**config.mk**
```make
export PLATFORM = sky130hd
export DESIGN_NAME = rom_load_sequencer
export DESIGN_NICKNAME = d
export VERILOG_FILES = /design/src/rtl/rom_load_sequencer.sv
export SDC_FILE = /design/constraint.sdc
export NUM_CORES = 1
export LEC_CHECK = 0
export ABC_AREA = 1
export CAP_MARGIN = 30
export CORE_MARGIN = 2
export CORE_UTILIZATION = 45
export DETAILED_ROUTE_END_ITERATION = 10
export GPL_TIMING_DRIVEN = 0
export PLACE_DENSITY = 0.69
export SYNTH_ARGS = -nofsm -noshare
export SYNTH_HDL_FRONTEND = slang
export SYNTH_SLANG_ARGS = --single-unit
```
**constraint.sdc**
```tcl
create_clock -name clk_sys -period 4.7 [get_ports clk_sys]
set_input_delay 0.94 -clock clk_sys [delete_from_list [all_inputs] [get_ports clk_sys]]
set_output_delay 0.94 -clock clk_sys [all_outputs]
set_load 0.005 [all_outputs]
```
**src/rtl/rom_load_sequencer.sv**
```systemverilog
// rom_load_sequencer
// Sits between hps_io and the arcade core. It steers each downloaded ioctl
// byte to the program, graphics or colour-PROM write port, keeps a byte count
// and a 16-bit additive checksum, and holds the core in reset until a
// correctly sized image has loaded and a settling delay has elapsed.
//
// Ports:
//   clk_sys         system clock, rising edge
//   RESET_N         asynchronous active-low reset
//   ioctl_download  download window from hps_io
//   ioctl_wr        one-cycle byte strobe
//   ioctl_addr      byte offset within the image
//   ioctl_dout      byte data
//   rom_addr        region-relative address of the byte being written
//   rom_data        byte being written
//   we_prog/gfx/prom  one-cycle region write strobes (mutually exclusive)
//   core_reset      active-high reset to the core
//   load_done       a valid image is loaded and the core is running
//   load_error      last download had the wrong length (sticky until next rise)
//   checksum        mod-2^16 sum of in-range bytes of the last/current download
module rom_load_sequencer #(
  parameter int PROG_SIZE   = 16384,
  parameter int GFX_SIZE    = 8192,
  parameter int PROM_SIZE   = 512,
  parameter int HOLD_CYCLES = 64
) (
  input  logic        clk_sys,
  input  logic        RESET_N,
  input  logic        ioctl_download,
  input  logic        ioctl_wr,
  input  logic [24:0] ioctl_addr,
  input  logic [7:0]  ioctl_dout,
  output logic [15:0] rom_addr,
  output logic [7:0]  rom_data,
  output logic        we_prog,
  output logic        we_gfx,
  output logic        we_prom,
  output logic        core_reset,
  output logic        load_done,
  output logic        load_error,
  output logic [15:0] checksum
);

  localparam int TOTAL = PROG_SIZE + GFX_SIZE + PROM_SIZE;

  localparam logic [24:0] GFX_BASE  = 25'(PROG_SIZE);
  localparam logic [24:0] PROM_BASE = 25'(PROG_SIZE + GFX_SIZE);
  localparam logic [24:0] END_ADDR  = 25'(TOTAL);
  localparam logic [25:0] TOTAL_CNT = 26'(TOTAL);
  localparam logic [25:0] CNT_MAX   = {26{1'b1}};
  localparam logic [25:0] CNT_ONE   = 26'd1;

  localparam int HOLD_W = $clog2(HOLD_CYCLES) + 2;
  localparam logic [HOLD_W-1:0] HOLD_LOAD = HOLD_W'(HOLD_CYCLES - 1);
  localparam logic [HOLD_W-1:0] HOLD_ONE  = HOLD_W'(1);
  localparam logic [HOLD_W-1:0] HOLD_ZERO = HOLD_W'(0);

  localparam logic [1:0] ST_IDLE = 2'd0;
  localparam logic [1:0] ST_LOAD = 2'd1;
  localparam logic [1:0] ST_HOLD = 2'd2;
  localparam logic [1:0] ST_RUN  = 2'd3;

  // State registers
  logic [1:0]        state_r;
  logic              dl_q;
  logic [HOLD_W-1:0] hold_r;
  logic [25:0]       cnt_r;
  logic [15:0]       sum_r;
  logic              err_r;
  logic              done_r;
  logic              crst_r;
  logic              we_prog_r;
  logic              we_gfx_r;
  logic              we_prom_r;
  logic [15:0]       rom_addr_r;
  logic [7:0]        rom_data_r;

  // Next-state values
  logic [1:0]        state_nxt_s;
  logic [HOLD_W-1:0] hold_nxt_s;
  logic [25:0]       cnt_nxt_s;
  logic [15:0]       sum_nxt_s;
  logic              err_nxt_s;
  logic              done_nxt_s;
  logic              crst_nxt_s;
  logic              we_prog_nxt_s;
  logic              we_gfx_nxt_s;
  logic              we_prom_nxt_s;
  logic [15:0]       addr_nxt_s;
  logic [7:0]        data_nxt_s;

  logic rise_s;
  logic fall_s;
  logic accept_s;

  assign rise_s = ioctl_download & ~dl_q;
  assign fall_s = ~ioctl_download & dl_q;
  // A write on the rise cycle is taken even though the state is not LOAD yet;
  // a write on the fall cycle is taken because the state is still LOAD.
  assign accept_s = ioctl_wr & (rise_s | (state_r == ST_LOAD));

  // Next-state logic: load entry, byte steering/counting, then FSM progress
  always_comb begin
    state_nxt_s   = state_r;
    hold_nxt_s    = hold_r;
    cnt_nxt_s     = cnt_r;
    sum_nxt_s     = sum_r;
    err_nxt_s     = err_r;
    done_nxt_s    = done_r;
    crst_nxt_s    = crst_r;
    we_prog_nxt_s = 1'b0;
    we_gfx_nxt_s  = 1'b0;
    we_prom_nxt_s = 1'b0;
    addr_nxt_s    = rom_addr_r;
    data_nxt_s    = rom_data_r;

    // Entry actions come first so a byte on the rise cycle lands on a clean
    // count and checksum.
    if (rise_s) begin
      cnt_nxt_s  = 26'd0;
      sum_nxt_s  = 16'd0;
      err_nxt_s  = 1'b0;
      done_nxt_s = 1'b0;
      crst_nxt_s = 1'b1;
    end else begin
      cnt_nxt_s  = cnt_r;
    end

    if (accept_s) begin
      if (cnt_nxt_s != CNT_MAX) begin
        cnt_nxt_s = cnt_nxt_s + CNT_ONE;
      end else begin
        cnt_nxt_s = CNT_MAX;
      end

      if (ioctl_addr < GFX_BASE) begin
        we_prog_nxt_s = 1'b1;
        addr_nxt_s    = 16'(ioctl_addr);
        data_nxt_s    = ioctl_dout;
        sum_nxt_s     = sum_nxt_s + {8'd0, ioctl_dout};
      end else if (ioctl_addr < PROM_BASE) begin
        we_gfx_nxt_s  = 1'b1;
        addr_nxt_s    = 16'(ioctl_addr - GFX_BASE);
        data_nxt_s    = ioctl_dout;
        sum_nxt_s     = sum_nxt_s + {8'd0, ioctl_dout};
      end else if (ioctl_addr < END_ADDR) begin
        we_prom_nxt_s = 1'b1;
        addr_nxt_s    = 16'(ioctl_addr - PROM_BASE);
        data_nxt_s    = ioctl_dout;
        sum_nxt_s     = sum_nxt_s + {8'd0, ioctl_dout};
      end else begin
        // Past the image end: counted for the length check, never written.
        addr_nxt_s    = rom_addr_r;
      end
    end else begin
      addr_nxt_s = rom_addr_r;
    end

    if (rise_s) begin
      state_nxt_s = ST_LOAD;
    end else begin
      case (state_r)
        ST_IDLE: begin
          crst_nxt_s = 1'b1;
        end
        ST_LOAD: begin
          // Length check uses the count including a byte on the fall cycle.
          if (fall_s) begin
            if (cnt_nxt_s == TOTAL_CNT) begin
              state_nxt_s = ST_HOLD;
              hold_nxt_s  = HOLD_LOAD;
            end else begin
              state_nxt_s = ST_IDLE;
              err_nxt_s   = 1'b1;
            end
          end else begin
            state_nxt_s = ST_LOAD;
          end
        end
        ST_HOLD: begin
          crst_nxt_s = 1'b1;
          if (hold_r == HOLD_ZERO) begin
            state_nxt_s = ST_RUN;
            crst_nxt_s  = 1'b0;
            done_nxt_s  = 1'b1;
          end else begin
            hold_nxt_s  = hold_r - HOLD_ONE;
          end
        end
        ST_RUN: begin
          crst_nxt_s = 1'b0;
          done_nxt_s = 1'b1;
        end
        default: begin
          state_nxt_s = ST_IDLE;
          crst_nxt_s  = 1'b1;
          done_nxt_s  = 1'b0;
        end
      endcase
    end
  end

  // Register all state and outputs
  always_ff @(posedge clk_sys or negedge RESET_N) begin
    if (!RESET_N) begin
      state_r    <= ST_IDLE;
      // Starts high so a download already open when reset lifts is not taken
      // as a rise; a fresh rise is needed to begin a load.
      dl_q       <= 1'b1;
      hold_r     <= HOLD_ZERO;
      cnt_r      <= 26'd0;
      sum_r      <= 16'd0;
      err_r      <= 1'b0;
      done_r     <= 1'b0;
      crst_r     <= 1'b1;
      we_prog_r  <= 1'b0;
      we_gfx_r   <= 1'b0;
      we_prom_r  <= 1'b0;
      rom_addr_r <= 16'd0;
      rom_data_r <= 8'd0;
    end else begin
      state_r    <= state_nxt_s;
      dl_q       <= ioctl_download;
      hold_r     <= hold_nxt_s;
      cnt_r      <= cnt_nxt_s;
      sum_r      <= sum_nxt_s;
      err_r      <= err_nxt_s;
      done_r     <= done_nxt_s;
      crst_r     <= crst_nxt_s;
      we_prog_r  <= we_prog_nxt_s;
      we_gfx_r   <= we_gfx_nxt_s;
      we_prom_r  <= we_prom_nxt_s;
      rom_addr_r <= addr_nxt_s;
      rom_data_r <= data_nxt_s;
    end
  end

  assign rom_addr   = rom_addr_r;
  assign rom_data   = rom_data_r;
  assign we_prog    = we_prog_r;
  assign we_gfx     = we_gfx_r;
  assign we_prom    = we_prom_r;
  assign core_reset = crst_r;
  assign load_done  = done_r;
  assign load_error = err_r;
  assign checksum   = sum_r;

endmodule
```
# Word level (Yosys, flattened, before mapping)
# Index checks and enable logic that the tools add are counted.
# op_classes
addsub,5
n_mul,0
div_mod_pow,0
order_cmp,3
eq_ne,9
shift,0
muxes,45
bitwise_logic,7
n_reduce_logical,8
# ops
cell,count
$mux 16,8
$mux 26,3
$lt 25x15->1 const B,3
$mux 8,6
$sub 16x15->16 const B,2
$add 26x1->26 const B,1
$eq 26x15->1 const B,1
$ne 26x26->1 const B,1
$mux 1,20
$add 16x8->16,1
$pmux 8 s2,1
$logic_not 8->1,1
$mux 2,4
$sub 8x1->8 const B,1
$reduce_bool 3->1,2
$reduce_and 5->1,1
$eq 2x2->1 const B,2
$ne 2x2->1 const B,2
$pmux 2 s2,1
$reduce_and 2->1,2
$and 1x1->1,3
$ne 3x3->1 const B,1
$not 1->1,3
$pmux 1 s3,1
other kinds (6),6
# totals
reg_bits,83
latch_bits,0
ramBits,0
rom_bits,0
in_bits,37
n_memories,0

# Longest topological paths before layout
# Gate-level depths: netlist of the first run.
# depth
word_depth,11
depth_mapped,26
depth_no_buf,22

# Worst setup path after synthesis of the first run
# OpenSTA, ideal clock, no wires.
# synth_timing
path_type,input -> register
start,input port ioctl_download
end,register sum_r[14] (netlist: checksum[14])
setup_ps,124
t_arrival_ps,3510
t_required_ps,4576
path_slack_ps,1066
path_stages,17
path_cell_list,nand2_2 -> buf_6 -> buf_12 -> buf_8 -> buf_2 -> buf_1 -> nand2_1 -> fa_1 -> o21ai_0 -> a21oi_1 -> o21bai_1 -> nand2_1 -> nand2_1 -> a21oi_1 -> nor2_1 -> nand4_1 -> xor2_1
# synth_via
elab_chain_len,7
word_cells_on_any_way,9
cone_classes,add/sub: 1; mux: 5; bitwise: 3
# synth_lines
element,line_no,source
from (decl),29,"input logic ioctl_download,"
$and 1x1->1 (*),96,assign rise_s = ioctl_download & ~dl_q;
$mux 16,119,if (rise_s) begin
$add 16x8->16,"140, 145, 150",
$mux 16,146,end else if (ioctl_addr < END_ADDR) begin
$mux 16,141,end else if (ioctl_addr < PROM_BASE) begin
$mux 16,136,if (ioctl_addr < GFX_BASE) begin
$mux 16 (*),129,if (accept_s) begin
via sum_nxt_s[14],82,logic [15:0] sum_nxt_s;
to (signal assigned),226,sum_r <= sum_nxt_s;
to (decl),68,logic [15:0] sum_r;
# Mark *: on every way through the listed nets, which the timed path passes. The rest lies on a longest branch.
# A chain may end at the register's enable or synchronous reset.

# Worst setup path in the final report of the first run
# layout_timing
start,input port ioctl_download
end,register hold_r[0]
# layout_via
elab_chain_len,8
word_cells_on_any_way,15
cone_classes,add/sub: 1; eq/ne: 4; mux: 3; bitwise: 6; reduce/logical: 1
# layout_lines
element,line_no,source
$and 1x1->1,96,
$mux 26,119,
$add 26x1->26 or $ne 26x26->1 (tied branches),"131, 130",
$mux 26,130,if (cnt_nxt_s != CNT_MAX) begin
$mux 26,129,
$eq 26x15->1,169,if (cnt_nxt_s == TOTAL_CNT) begin
$ne 2x1->1 (no line),n/a,
$reduce_and 5->1 (no line) (*),n/a,
to (signal assigned),224,hold_r <= hold_nxt_s;
to (decl),66,logic [HOLD_W-1:0] hold_r;
# Mark *: on every way between the ends. The rest lies on a longest branch, timed or not.

==> results of run 1 <==
-- cell usage after synthesis, types with 2 or more instances --
| library cell | number | area (sq um) |
|---|---|---|
| nand4_1 | 8 | 50.05 |
| buf_2 | 3 | 15.01 |
| nand3_1 | 71 | 355.3 |
| ha_1 | 12 | 150.1 |
| nand3_4 | 2 | 35.03 |
| nand3b_1 | 2 | 15.01 |
| buf_6 | 2 | 22.52 |
| o21bai_1 | 5 | 37.54 |
| nand2_1 | 218 | 818.3 |
| nand3_2 | 8 | 80.08 |
| nor3_1 | 5 | 25.02 |
| nand2_2 | 5 | 31.28 |
| nand2_4 | 2 | 22.52 |
| a21oi_1 | 15 | 75.07 |
| nor2_4 | 3 | 33.78 |
| inv_1 | 89 | 334.1 |
| or2_2 | 2 | 12.51 |
| inv_2 | 2 | 7.510 |
| nor2_2 | 10 | 62.56 |
| o21ai_0 | 19 | 95.09 |
| nor4_1 | 3 | 18.77 |
| dfrtp_1 | 81 | 2027 |
| nor2_1 | 76 | 285.3 |
| clkbuf_1 | 8 | 30.03 |
| xnor2_1 | 4 | 35.03 |
| xor2_1 | 8 | 70.07 |
| dfstp_2 | 2 | 52.55 |
-- timing repair --
item                                    4_1_cts  5_1_grt
endpoints found under the setup margin        0        2
resized for setup                             0        0
hold endpoints to repair                      0        0
-- critical path, cell delays in order --
cell and delay, ps:
clkdlybuf4s50_1 490, nand2_2 120, buf_6 160, buf_12 140, buf_8 140, buf_2 240, nand2_1 130, inv_1 80
ha_1 180, nand2_1 60, inv_1 60, nand3_2 100, nor2_4 270, nand3_4 160, nor2_4 200, nand2_1 80
nand2_1 90, nand2_1 50, nor2_1 90, nand2_1 70, nor2_2 180, nand3_2 120, nand2_4 150, nand2_4 100
nand2_1 100, nand2_1 50
-- sequential cells by signal, summed over array words and instances, names as in the netlist, 2 cells and up --
signal,count
state_r,2
hold_r,8
rom_addr,16
cnt_r,26
checksum,16
rom_data,8
-- cell families (layout without fill, tap and decap cells) --
kind of cell	after synthesis	after routing
AND/OR/NAND/NOR	419	419
buffers and inverters	107	205
adder cells (fa/ha/maj)	13	13
flip-flops	83	83
AO/OA/AOI/OAI	43	43
XOR/XNOR	12	12
-- layout make-up --
type | count | area, sq um | area share (%)
flip-flops and latches | 83 | 2079 | 33.55
multi-input cells | 487 | 2394 | 38.62
clock inverters | 4 | 95.09 | 1.534
plain buffers | 15 | 102.6 | 1.655
clock buffers | 12 | 165.2 | 2.665
well taps | 140 | 175.2 | 2.826
inverters | 91 | 341.6 | 5.511
repair buffers | 83 | 845.8 | 13.65
-- stage by stage --
stage / cells / hold WS (ps) / TNS (ps)
after floorplan: 677 / 447.0 / 0
after global placement: 899 / 452.6 / -39450
after detailed placement: 900 / 458.1 / -368.3
after CTS: 916 / 479.7 / 0
after global routing: 915 / 504.6 / 0
final: 915 / 480.3 / 0
-- where the power goes --
group	switching, W	leakage (nW)	internal (W)
Clock	0.000267	0.133	0.000396
Sequential	0.0000297	1.13	0.000749
Combinational	0.000135	1.90	0.0000981
-- metal layers --
metal	vias up	part of all wire [%]	global-route usage, %
met5	-	0	0
met4	0	2.1	6.593
met3	18	6.8	6.811
met2	126	46	38.21
met1	2121	46	30.50
li1	2307	-	-
-- path summary, 6_finish.rpt --
| check | cells after the start | to | startpoint |
|---|---|---|---|
| setup reg to reg | 26 | hold_r[0]$_DFFE_PN0P_ | dl_q$_DFF_PN1_ |
| hold / removal | 2 | rom_data[2]$_DFFE_PN0P_ | rom_data[2]$_DFFE_PN0P_ |
| setup / recovery | 26 | hold_r[0]$_DFFE_PN0P_ | ioctl_download |
| min in group asynchronous | 1 | cnt_r[2]$_DFF_PN0_ | RESET_N |
| hold reg to reg | 2 | rom_data[2]$_DFFE_PN0P_ | rom_data[2]$_DFFE_PN0P_ |
| max in group asynchronous | 2 | checksum[14]$_DFF_PN0_ | RESET_N |
==> results.yml, run 1 <==
status:
  status: "finished clean"
cts:
  clockBufferDepth: 2
  numCtsBuffers: 9
  clkSinkCount: 83
  path_clk_slew_ps: 90
  h-tree-depth: 3
  cts-root-buf: "clkbuf_8"
  post_cts_buffers: 0
  clk_latency_ps: 360
  hold_buffers: 0
  cts_tree: "yes"
die:
  die_w_microns: 108.6
  die_h_microns: 108.6
  dieArea_sq_um: 11790
  rows: 38
  pin_count: 83
  start_util_pct: 45.80
  core-area_sq_um: 10750
routing:
  drt_first_iter_violations: 223
  vias_per_cell: 4.997
  vias: 4572
  ant_nets: 0
  drc: 0
  wl_per_cell_microns: 13.89
  first_pass_iters: 5
  routed_wl_microns: 12710
yosys:
  synthCells: 677
  synthMuxAreaShare_pct: 0
  ys_seq_area_share_pct: 42.26
  synth_compound_area_share_pct: 4.831
  syn_area_sq_um: 4921
  synth_cell_types: 39
  yosysWarnings: 0
  avgSynthCellArea_sq_um: 7.269
  synth_ff_type: "dfrtp_1"
  synth_top_family_by_area: "simple AND/OR/NAND/NOR gates"
  synth-simple-area-share_pct: 38.22
  async_flop_share_pct: 100.0
  synth_xor_area_share_pct: 2.136
  synth_nets: 727
  synthAdderAreaFrac_pct: 3.458
  synth_enable_flop_cells: 0
  synth_seq_cells: 83
sta:
  slew_headroom_pct: 60.38
  tightest_slew_ps: 594.3
  finalWorstSetupSlack_ps: 379.1
  fmax_mhz: 231.4
  hold_viol_final: 0
  fin_crit_sh_pct: 91.93
  finalCriticalPeriod_ps: 4321
  drv_slew: 0
  rsz0062_at_grt: "no"
  clock_skew_ps: 8.998
  setup_viol: 0
setup_path:
  crit_fanout: 10
  crit_type: "in2reg"
  worst_ep_required_time_ps: 4950
  arrival_ps: 4570
  setup.worst_path.end_class: "flop"
  r2r_slack_ps: 930
  critPathLaunchType: "primary input"
global_route:
  grt_max_degree: 44
  grt_pass1_vias: 4582
  grt_pass1_wl_microns: 21560
  grt_usage_pct: 23.48
  grt_antenna_before_repair: 0
  overflow: 0
power_and_ir_drop:
  leakage_nw: 3.155
  ir_drop_v: 0.0001913
  p_total_w: 0.001675
  p_per_area_nw_per_um2: 270.2
finish:
  final_cell_mix: "nand2_1 (218), inv_1 (89), dfrtp_1 (81), clkdlybuf4s50_1 (81), nor2_1 (76)"
  fin_nets: 820
  nFillCells: 998
  syn2layout_area_growth_pct: 25.96
  final_common_cell: "nand2_1"
  drive_above_1_share_pct: 8.258
  n_antenna_cell: 0
  design_area_sq_um: 6198
  utilization_pct: 57.69
place:
  place.gp.congestion: 0.9293
  io_buffers: 82
  place_ws_ps: -143.2
  dp_hpwl_microns: 9485
  placed_area_sq_um: 5942
hold_path:
  hold_path_class: "reg2reg"
job:
  cap_violations: 0
(Power assumes the default switching activity.)
==> inputs of run 2 (changes only) <==
--- a/config.mk
+++ b/config.mk
@@ -11,6 +11,7 @@
 export CORE_UTILIZATION = 45
 export DETAILED_ROUTE_END_ITERATION = 10
+export DONT_BUFFER_PORTS = 1
 export GPL_TIMING_DRIVEN = 0
-export PLACE_DENSITY = 0.69
+export SLEW_MARGIN = 20
 export SYNTH_ARGS = -nofsm -noshare
 export SYNTH_HDL_FRONTEND = slang
==> constraint.sdc (replaced) <==
create_clock -name clk_sys -period 4.7 [get_ports clk_sys]
set_input_delay 0.47 -clock clk_sys [delete_from_list [all_inputs] [get_ports clk_sys]]
set_output_delay 0.47 -clock clk_sys [all_outputs]
set_load 0.005 [all_outputs]
==> results.yml, run 2 (synthesis gave the netlist of run 1 again) <==
status:
  status: "finished with violations"
  violations: "negative hold slack"
power_and_ir_drop:
  comb_power_share_pct: 13.0
  switchingPower_w: 0.0004128
  seq_power_share_pct: 54.5
  ir_drop_v: 0.0001738
  p_per_area_nw_per_um2: 271.0
  leakage_nw: 2.804
  swShare_pct: 28.80
  p_clk_share_pct: 32.4
  internal_power_w: 0.001020
sta:
  whs_ps: -15.42
  clock_skew_ps: 10.20
  drv_slew: 0
  tightest_slew_ps: 650.8
  hold_viol_final: 12
  rsz0062_at_grt: "no"
  finalCriticalPeriod_ps: 4058
  fmax_mhz: 246.4
  fin_tns_setup_ps: 0
  slew_headroom_pct: 56.61
  setup_viol: 0
  fin_crit_sh_pct: 86.34
cts:
  cts-root-buf: "clkbuf_8"
  path_clk_slew_ps: 90
  clockBufferDepth: 2
  post_cts_buffers: 0
  clkSinkCount: 83
  numCtsBuffers: 9
  clk_latency_ps: 370
  h-tree-depth: 3
  hold_buffers: 1
  cts_tree: "yes"
  cts-resized-gates: 0
finish:
  design_area_sq_um: 5289
  drive_above_1_share_pct: 8.501
  nFillCells: 1104
  regMostFlops: "cnt_r"
  seq_area_sq_um: 2079
  multiInputGateArea_sq_um: 2394
  fin_nets: 739
  n_antenna_cell: 0
  final_common_cell: "nand2_1"
  syn2layout_area_growth_pct: 7.475
  final_cell_mix: "nand2_1 (218), inv_1 (89), dfrtp_1 (81)"
  largest_reg_flops: 26
setup_path:
  r2r_start: "dl_q$_DFF_PN1_"
  worst_ep_required_time_ps: 4950
  crit_type: "reg2reg"
  setup.worst_path.end_class: "flop"
  crit_fanout: 10
  arrival_ps: 4310
  r2r_slack_ps: 640
  crit_start: "dl_q$_DFF_PN1_"
  critPathLaunchType: "flop"
global_route:
  grt_pass1_vias: 4213
  overflow: 0
  grt_max_degree: 84
  grt_antenna_before_repair: 0
  grt_pass1_wl_microns: 20090
  grt_usage_pct: 22.15
routing:
  drc: 0
  wl_per_cell_microns: 14.45
  vias: 4308
  drt_first_iter_violations: 186
  first_pass_iters: 4
  ant_nets: 0
  vias_per_cell: 5.165
  routed_wl_microns: 12050
die:
  start_util_pct: 45.80
  pin_count: 83
  die_h_microns: 108.6
  rows: 38
  die_w_microns: 108.6
  dieArea_sq_um: 11790
  core-area_sq_um: 10750
place:
  place.gp.congestion: 0.8603
  io_buffers: 0
  placed_area_sq_um: 5096
  dp_hpwl_microns: 8980
hold_path:
  hold_path_class: "in2async"
job:
  cap_violations: 0
run 2: cell types whose count changed in the layout (fill, tap and decap cells not counted):
cell | previous run | this run
clkinvlp_4 | 0 | 1
clkdlybuf4s50_1 | 81 | 0
clkbuf_8 | 12 | 10
buf_1 | 0 | 1
buf_4 | 1 | 0
bufinv_16 | 3 | 0
clkbuf_1 | 8 | 12
run 2: worst paths after layout:
path,end,cells after the start
min reg2reg,hold_r[1]$_DFFE_PN0P_,2
min in group clk_sys,dl_q$_DFF_PN1_,0
max in group asynchronous,core_reset$_DFF_PN1_,1
max,checksum[14]$_DFF_PN0_,18
max reg2reg,checksum[14]$_DFF_PN0_,18
min,cnt_r[23]$_DFF_PN0_,1
run 2: metal layers:
metal	vias up	global-route usage (%)	part of all wire, %
met3	24	6.148	7.6
li1	2146	-	-
met5	-	0	0
met1	2031	27.30	43
met4	0	10.26	2.6
met2	107	35.98	46
run 2: power groups by stage:
| stage | sequential [W] | clock [W] | combinational [W] |
|---|---|---|---|
| floorplan | 0.000788 | 0 | 0.000137 |
| global placement | 0.000795 | 0 | 0.000167 |
| global route | 0.000789 | 0.000509 | 0.000217 |
| finish | 0.000782 | 0.000465 | 0.000187 |
| detailed placement | 0.000795 | 0 | 0.000171 |
| CTS | 0.000782 | 0.000477 | 0.000189 |
run 2: final cells by class:
cell class              instances  area share [%]
inverters                      91           6.458
multi-input cells             487           45.26
well taps                     140           3.312
flip-flops and latches         83           39.32
plain buffers                  16           2.011
clock inverters                 2          0.2366
repair buffers                  1          0.5205
clock buffers                  14           2.886
run 2: per-stage QoR:
stage	total power [W]	instances	util (%)	hold WS, ps	setup WS, ps
after global placement	0.0009616	817	47.43	179.1	615.9
after floorplan	0.0009244	677	-	174.4	1455
after CTS	0.001448	834	49.22	12.72	580.4
after detailed placement	0.0009667	817	47.43	179.6	620.1
final	0.001433	834	49.22	-15.42	642.1
after global routing	0.001514	834	49.22	14.11	248.5
run 2: critical path: stages (launching register included):
cell	delay [ps]
dfstp_2	550
inv_2	50
nand2_2	60
buf_6	160
buf_12	140
buf_8	140
buf_2	260
buf_1	510
nand2_1	190
fa_1	470
o21ai_0	290
a21oi_1	120
o21bai_1	180
nand2_1	90
nand2_1	80
a21oi_1	80
nor2_1	260
nand4_1	150
xor2_1	170
==> inputs of run 3 (changes only) <==
- CELL_PAD_IN_SITES_DETAIL_PLACEMENT: default -> 0
- CELL_PAD_IN_SITES_GLOBAL_PLACEMENT: default -> 1
- PLACE_DENSITY_LB_ADDON: default -> 0.1
==> results.yml, run 3 (synthesis gave the netlist of run 1 again) <==
status:
  status: "finished with violations"
  violations: "negative hold slack"
routing:
  first_pass_iters: 5
  drc: 0
  vias_per_cell: 5.023
  drt_first_iter_violations: 206
  wl_per_cell_microns: 14.53
  vias: 4189
  routed_wl_microns: 12120
  ant_nets: 0
die:
  pin_count: 83
  start_util_pct: 45.80
  die_h_microns: 108.6
  die_w_microns: 108.6
  dieArea_sq_um: 11790
  core-area_sq_um: 10750
  rows: 38
cts:
  clk_latency_ps: 380
  h-tree-depth: 3
  clkSinkCount: 83
  cts_tree: "yes"
  post_cts_buffers: 0
  path_clk_slew_ps: 90
  cts-root-buf: "clkbuf_8"
  numCtsBuffers: 9
  clockBufferDepth: 2
sta:
  setup_viol: 0
  fin_tns_setup_ps: 0
  fin_crit_sh_pct: 84.55
  whs_ps: -42.72
  fmax_mhz: 251.6
  slew_headroom_pct: 60.27
  hold_viol_final: 14
  clock_skew_ps: 8.487
  rsz0062_at_grt: "no"
  drv_slew: 0
  finalCriticalPeriod_ps: 3974
  finalWorstSetupSlack_ps: 726.1
  tightest_slew_ps: 595.9
finish:
  regMostFlops: "cnt_r"
  nFillCells: 1109
  final_common_cell: "nand2_1"
  largest_reg_flops: 26
  syn2layout_area_growth_pct: 9.509
  utilization_pct: 50.15
  drive_above_1_share_pct: 8.934
  fin_nets: 739
  n_antenna_cell: 0
  final_cell_mix: "nand2_1 (218), inv_1 (89), dfrtp_1 (81)"
  design_area_sq_um: 5389
power_and_ir_drop:
  internal_power_w: 0.001222
  switchingPower_w: 0.0004381
  ir_drop_v: 0.0001890
  seq_power_share_pct: 47.0
  comb_power_share_pct: 11.5
  leakage_nw: 2.854
  p_clk_share_pct: 41.5
  swShare_pct: 26.39
  p_per_area_nw_per_um2: 308.1
setup_path:
  setup.worst_path.end_class: "flop"
  crit_type: "reg2reg"
  critPathLaunchType: "flop"
  crit_path_top_delay_cell: "dfstp_2"
  crit_top_cell: "nand2_1"
  arrival_ps: 4240
  worst_ep_required_time_ps: 4960
  critPathMaxStageDelay_ps: 540
  crit_fanout: 10
  crit_chain: "inv_2 > nand2_2 > buf_6 > buf_12 > buf_8 > buf_2 > buf_1 > nand2_1 > fa_1 > o21ai_0 > a21oi_1 > o21bai_1 > nand2_1 > nand2_1 > a21oi_1 > nor2_1 > nand4_1 > xor2_1"
global_route:
  grt_max_degree: 84
  grt_antenna_before_repair: 0
  overflow: 0
  grt_pass1_wl_microns: 20450
  grt_pass1_vias: 4182
  grt_usage_pct: 22.80
hold_path:
  hold_path_class: "in2async"
place:
  dp_hpwl_microns: 9132
  io_buffers: 0
  placed_area_sq_um: 5096
  place_ws_ps: 672.7
  place.gp.congestion: 0.8465
job:
  cap_violations: 0
-- run 3: changes by cell type in the layout (fill, tap and decap cells not counted), sizes merged --
cell | previous run | this run
bufinv | 0 | 4
clkbuf | 22 | 18
clkinv | 1 | 2
clkinvlp | 1 | 0
-- run 3: critical path: cells and delay by family, from the launching register on --
kind	cells	cell delay [ps]
xor gates and xnor gates	1	170
and+or+nand+nor	6	810
adders and majority gates	1	460
buffers and inverters	6	1210
AOI/OAI and AO/OA	4	660
DFF	1	540
-- run 3: power by group through the flow --
stage               sequential, W  combinational (W)  clock [W]
global placement         0.000795           0.000171          0
detailed placement       0.000795           0.000175          0
CTS                      0.000781           0.000194   0.000705
floorplan                0.000788           0.000137          0
finish                   0.000781           0.000191   0.000688
global route             0.000787           0.000220   0.000728
-- run 3: final timing paths --
check,start,endpoint,slack [ps],cells after the start
min,RESET_N,we_gfx$_DFF_PN0_,-40,1
min reg2reg,state_r[1]$_DFFE_PN0P_,core_reset$_DFF_PN1_,500,1
max reg2reg,dl_q$_DFF_PN1_,checksum[14]$_DFF_PN0_,730,18
max in group asynchronous,RESET_N,dl_q$_DFF_PN1_,4340,1
min in group clk_sys,ioctl_download,dl_q$_DFF_PN1_,90,0
max,dl_q$_DFF_PN1_,checksum[14]$_DFF_PN0_,730,18
-- run 3: layer usage --
layer	share of wire, %	GRT usage [%]
met1	44	28.60
met2	47	35.80
met3	6.3	7.052
met4	2.9	10.81
met5	0	0
-- run 3: area by class of cell --
type	count	area [sq um]	area share (%)
clock buffer	10	127.6	2.368
multi-input combinational	487	2394	44.42
buffer	16	106.4	1.974
sequential	83	2079	38.59
inverter	91	341.6	6.339
tap	140	175.2	3.251
clock inverter	6	137.6	2.554
timing repair buffer	1	27.53	0.5108
-- run 3: metrics by stage --
step | total power (W) | cells
after floorplan | 0.0009244 | 677
after global placement | 0.0009657 | 817
after detailed placement | 0.0009700 | 817
after CTS | 0.001679 | 834
after global routing | 0.001735 | 834
final | 0.001660 | 834
-- run 3: repair_timing --
item                      4_1_cts  5_1_grt
hold buffers                    1        0
hold endpoints to repair       83        0
gates resized for setup         0        0
